File: config.mk
export PLATFORM = sky130hd
export DESIGN_NAME = latch_bank_arbiter
export DESIGN_NICKNAME = d
export VERILOG_FILES = /design/src/rtl/latch_bank_arbiter.sv
export SDC_FILE = /design/constraint.sdc
export NUM_CORES = 1
export LEC_CHECK = 0
export BUFFER_PORTS_ARGS = -buffer_cell sky130_fd_sc_hd__buf_2
export CORE_MARGIN = 1.5
export CORE_UTILIZATION = 51
export DETAILED_ROUTE_END_ITERATION = 16
export PLACE_DENSITY_LB_ADDON = 0.15
export RECOVER_POWER = 25
export SLEW_MARGIN = 20
export SYNTH_ARGS = -nofsm -noshare
export SYNTH_HDL_FRONTEND = slang
export SYNTH_SLANG_ARGS = --single-unit
File: constraint.sdc
create_clock -name clk -period 3.17 [get_ports clk]
set_input_delay 0.4755 -clock clk [delete_from_list [all_inputs] [get_ports clk]]
set_output_delay 0.4755 -clock clk [all_outputs]
set_load 0.02 [all_outputs]
File: src/rtl/latch_bank_arbiter.sv
// Round-robin arbiter sequencing two write ports onto one D-latch bank: setup, enable pulse, hold.
// Grant lands one edge after req; requesters hold req until done, and later requests wait in IDLE.
module latch_bank_arbiter #(
   parameter int WIDTH = 8,
   parameter int SETUP = 1,
   parameter int PULSE = 2,
   parameter int HOLD  = 1
) (
   input  logic             clk,
   input  logic             rst_n,
   input  logic [1:0]       req,
   input  logic [WIDTH-1:0] wdata0,
   input  logic [WIDTH-1:0] wdata1,
   output logic [1:0]       gnt,
   output logic [1:0]       done,
   output logic             busy,
   output logic [WIDTH-1:0] D,
   output logic             C
);

   localparam int MAXC = (SETUP > PULSE) ? ((SETUP > HOLD) ? SETUP : HOLD)
                                         : ((PULSE > HOLD) ? PULSE : HOLD);
   localparam int CW   = (MAXC > 1) ? $clog2(MAXC) : 1;

   localparam logic [1:0] S_IDLE  = 2'd0;
   localparam logic [1:0] S_SETUP = 2'd1;
   localparam logic [1:0] S_PULSE = 2'd2;
   localparam logic [1:0] S_HOLD  = 2'd3;

   logic [1:0]       r_state;
   logic [CW-1:0]    r_cnt;
   logic             r_ptr;
   logic [1:0]       r_gnt;
   logic [1:0]       r_done;
   logic             r_busy;
   logic [WIDTH-1:0] r_d;
   logic             r_c;
   logic             w_win;

   // r_ptr=1 favours requester 1 when both ask
   assign w_win = (req == 2'b10) || ((req == 2'b11) && r_ptr);

   always_ff @(posedge clk or negedge rst_n) begin
      if (!rst_n) begin
         r_state <= S_IDLE;
         r_cnt   <= '0;
         r_ptr   <= 1'b0;
         r_gnt   <= 2'b00;
         r_done  <= 2'b00;
         r_busy  <= 1'b0;
         r_d     <= '0;
         r_c     <= 1'b0;
      end else begin
         r_done <= 2'b00;
         case (r_state)
            S_IDLE: begin
               if (req != 2'b00) begin
                  r_state <= S_SETUP;
                  r_cnt   <= CW'(SETUP - 1);
                  r_d     <= w_win ? wdata1 : wdata0;
                  r_gnt   <= w_win ? 2'b10 : 2'b01;
                  r_busy  <= 1'b1;
                  r_ptr   <= ~w_win;
               end
            end
            S_SETUP: begin
               if (r_cnt == '0) begin
                  r_state <= S_PULSE;
                  r_cnt   <= CW'(PULSE - 1);
                  r_c     <= 1'b1;
               end else begin
                  r_cnt <= r_cnt - CW'(1);
               end
            end
            S_PULSE: begin
               if (r_cnt == '0) begin
                  r_state <= S_HOLD;
                  r_cnt   <= CW'(HOLD - 1);
                  r_c     <= 1'b0;
                  if (HOLD == 1) r_done <= r_gnt;
               end else begin
                  r_cnt <= r_cnt - CW'(1);
               end
            end
            S_HOLD: begin
               if (r_cnt == '0) begin
                  r_state <= S_IDLE;
                  r_gnt   <= 2'b00;
                  r_busy  <= 1'b0;
               end else begin
                  // done is registered, so raise it on entry to the final hold cycle
                  r_cnt <= r_cnt - CW'(1);
                  if (r_cnt == CW'(1)) r_done <= r_gnt;
               end
            end
            default: r_state <= S_IDLE;
         endcase
      end
   end

   assign gnt  = r_gnt;
   assign done = r_done;
   assign busy = r_busy;
   assign D    = r_d;
   assign C    = r_c;

endmodule

==> run_results.csv <==
group,metric,value,unit
synth,synth-compound-area-share,18.92,%
clock_tree,cts_buffers,3,
sta,finClkSkew,0.003741,ns
synth,synth_cells,93,
synth,ys_top_cells_by_area,"dfrtp_1 (49%), ha_1 (9.5%), a31oi_1 (6.1%)",
drt,wl,2033,um
pwr,power_frac_clock,10.2,%
hold_path,hp-class,"primary input to asynchronous set/reset pin",
clock_tree,cts-root-buf,"clkbuf_4",
pwr,p_sw,493.9,uW
synth,synthArstFlopShare,100.0,%
finish,layout-drive-gt1-share,29.60,%
synth,synth_edf_count,0,
synth,yosysSeqAreaShare,48.65,%
drt,avgViaCountPerCell,5.427,
synth,synth_top_cell_area_share,48.65,%
floorplanning,num_rows,15,
drt,antenna_left,0,
synth,ys_ff_latch,18,
sta,min_period,1.783,ns
floorplanning,initial_utilization,54.21,%
sta,grt_setup_unrepaired,"no",
pwr,p_leak,0.0005460,uW
floorplanning,io_pins,34,
drt,drtIter0Drc,12,
global_routing,grt_overflow,0,
sta,fmax,561.0,MHz
placed_design,gp_congestion,0.7690,
synth,synthMuxAreaShare,2.297,%
critical_path,worstPathRequired,3.36,ns
sta,fin_tns_setup,0,ns
critical_path,path_cells,"inv_1, ha_1, nor3b_4, nand2b_1, mux2_2",
synth,synth_area,925.9,um^2
synth,synth_nets,120,
global_routing,track_usage,21.40,%
critical_path,path_class,"flip-flop to flip-flop",
synth,synth.avg_cell_area,9.956,um^2
sta,finalCritPeriodShare,56.23,%
critical_path,end_kind,"flip-flop",
flow_run,maxCapViolCount,0,
drt,vias,814,
synth,synthAdderAreaFrac,9.459,%
drt,wl_per_cell,13.55,um
clock_tree,h-tree-depth,1,
critical_path,startpoint_type,"flip-flop",
floorplanning,coreArea,0.001708,mm^2
drt,drc,0,
finish,antennaDiodeCount,0,
clock_tree,clk_latency,0.29,ns
clock_tree,post-cts-setup-buffer-count,0,
clock_tree,cts_tree,"built",
clock_tree,cts.repair.resized,0,
critical_path,path_max_fanout,7,
placed_design,hpwlAfterDp,1482,um
clock_tree,clk_pin_slew,0.10,ns
finish,syn_to_final_growth,21.49,%
sta,finalSetupViolations,0,
pwr,p_int,614.8,uW
outcome,status,"completed",
sta,finalHoldViolations,0,
synth,ys_top_cells_by_count,"dfrtp_1 (18), nor2_1 (11), o21ai_0 (10)",
global_routing,grt_start_max_net_pins,19,
placed_design,io_buffers,33,
clock_tree,cts.path.max_buffers,2,
pwr,pwr-share-seq,37.3,%
synth,synth_top_family_by_area,"compound AO/OA/AOI/OAI gates",
finish,final_util,65.86,%
pwr,vdd_drop_max,0.5493,mV
critical_path,slowest_stage,"dfrtp_1",
finish,layout.nets,154,
floorplanning,die_width,45.61,um
finish,stdcell_area,0.001125,mm^2
pwr,power_frac_comb,52.5,%
synth,synth_ff_type,"dfrtp_1",
global_routing,grt_pass1_vias,729,
critical_path,critPathArrivalTime,1.97,ns
critical_path,slowest_delay,0.42,ns
pwr,power_switching_share,44.55,%
sta,relSlewSlack,36.16,%
synth,synthXorXnorAreaFrac,0,%
synth,synth_area_leader_cell,"dfrtp_1",
sta,slew_viol_final,0,
pwr,powerDensity,985.6,mW/mm^2
floorplanning,die_h,45.61,um
synth,synth_cell_types,24,
finish,fillers,151,
drt,drtPass1Iterations,4,
synth,yosysWarnings,0,
synth,synth-simple-area-share,17.43,%
global_routing,grt_pass1_wl,3180,um
sta,tightest_slew,0.9576,ns
synth,yosysMostFrequentCell,"dfrtp_1",
clock_tree,postCtsHoldBufs,0,
placed_design,placed_cell_area,0.001104,mm^2
global_routing,antenna_found_initial,0,
clock_tree,clock_sinks,18,
floorplanning,dieArea,0.002080,mm^2
## worst paths after layout
| kind | start | end | slack, ns | depth (start not counted) |
|---|---|---|---|---|
| hold reg to reg | gnt[0] | gnt[0] | 0.51 | 1 |
| hold / removal | rst_n | done[1] | 0.30 | 1 |
| max in group asynchronous | rst_n | D[6] | 2.29 | 1 |
| setup / recovery | r_state[0] | r_state[1] | 1.39 | 5 |
| setup reg to reg | r_state[0] | r_state[1] | 1.39 | 5 |
| min in group clk | wdata0[3] | D[3] | 0.44 | 3 |
## sequential cells by signal, indices dropped and copies added, names as in the netlist
register	cells
r_ptr	1
D	8
r_cnt	1
gnt	2
busy	1
C	1
r_state	2
done	2
## placed cells by master (no fill, tap or decap)
master,instances
mux2_2,1
nor3_1,1
ha_1,7
nand2b_1,3
a21oi_1,1
mux2i_1,1
o31ai_1,3
nor2_1,11
nor3b_4,1
a22oi_1,1
inv_1,3
dfrtp_1,18
nor2b_1,2
o2bb2ai_1,2
o21a_1,1
o21ai_0,10
nand2_1,3
clkbuf_1,1
a31oi_1,9
buf_2,32
or3_1,1
nand3_1,8
a211o_1,1
clkbuf_4,3
and2b_1,1
## worst max-delay path, delay by kind of cell (launching register included)
kind / cells / cell delay, ns
adder cells (fa/ha/maj): 1 / 0.25
multiplexers: 1 / 0.34
buffers and inverters: 1 / 0.15
AND/OR/NAND/NOR: 2 / 0.51
flip-flops: 1 / 0.42
## power by group through the flow
stage	Sequential, uW	Combinational, uW	Clock (uW)
floorplan	510	322	0
global placement	411	564	0
detailed placement	418	580	0
CTS	414	585	116
global route	429	648	124
finish	413	583	113
## cell families (layout without fill, tap and decap cells)
logic type / after synthesis / in the layout
flops: 18 / 18
buf+inv: 7 / 39
fa+ha+maj: 7 / 7
simple gates: 31 / 31
mux: 2 / 2
compound gates: 28 / 28
## routing by layer
metal	wire [um]	vias to the layer above	GRT usage, %
met2	975	31	34.37
met1	923	382	27.39
met4	21	0	8.824
met5	0	-	0
met3	112	4	5.159
li1	-	397	-
## per-stage QoR
stage | std cells | worst slack [ns] | power (uW) | hold slack [ns]
2_1_floorplan | 93 | 1.550 | 832.0 | 0.1799
3_3_place_gp | 147 | 1.475 | 974.8 | 0.4238
3_5_place_dp | 147 | 1.412 | 998.9 | 0.4278
4_1_cts | 150 | 1.391 | 1116 | 0.1059
5_1_grt | 150 | 1.269 | 1201 | 0.3919
6_report | 150 | 1.387 | 1109 | 0.2980
## area by class of cell
class                           instances  area [um^2]  share of cell area [%]
Clock buffer                            3        22.52                   2.002
Inverter                                3        11.26                   1.001
Multi-Input combinational cell         68        445.4                   39.60
Sequential cell                        18        450.4                   40.04
Tap cell                               25        31.28                   2.781
Timing Repair Buffer                   33        163.9                   14.57
Power figures use the tool's default switching activity.
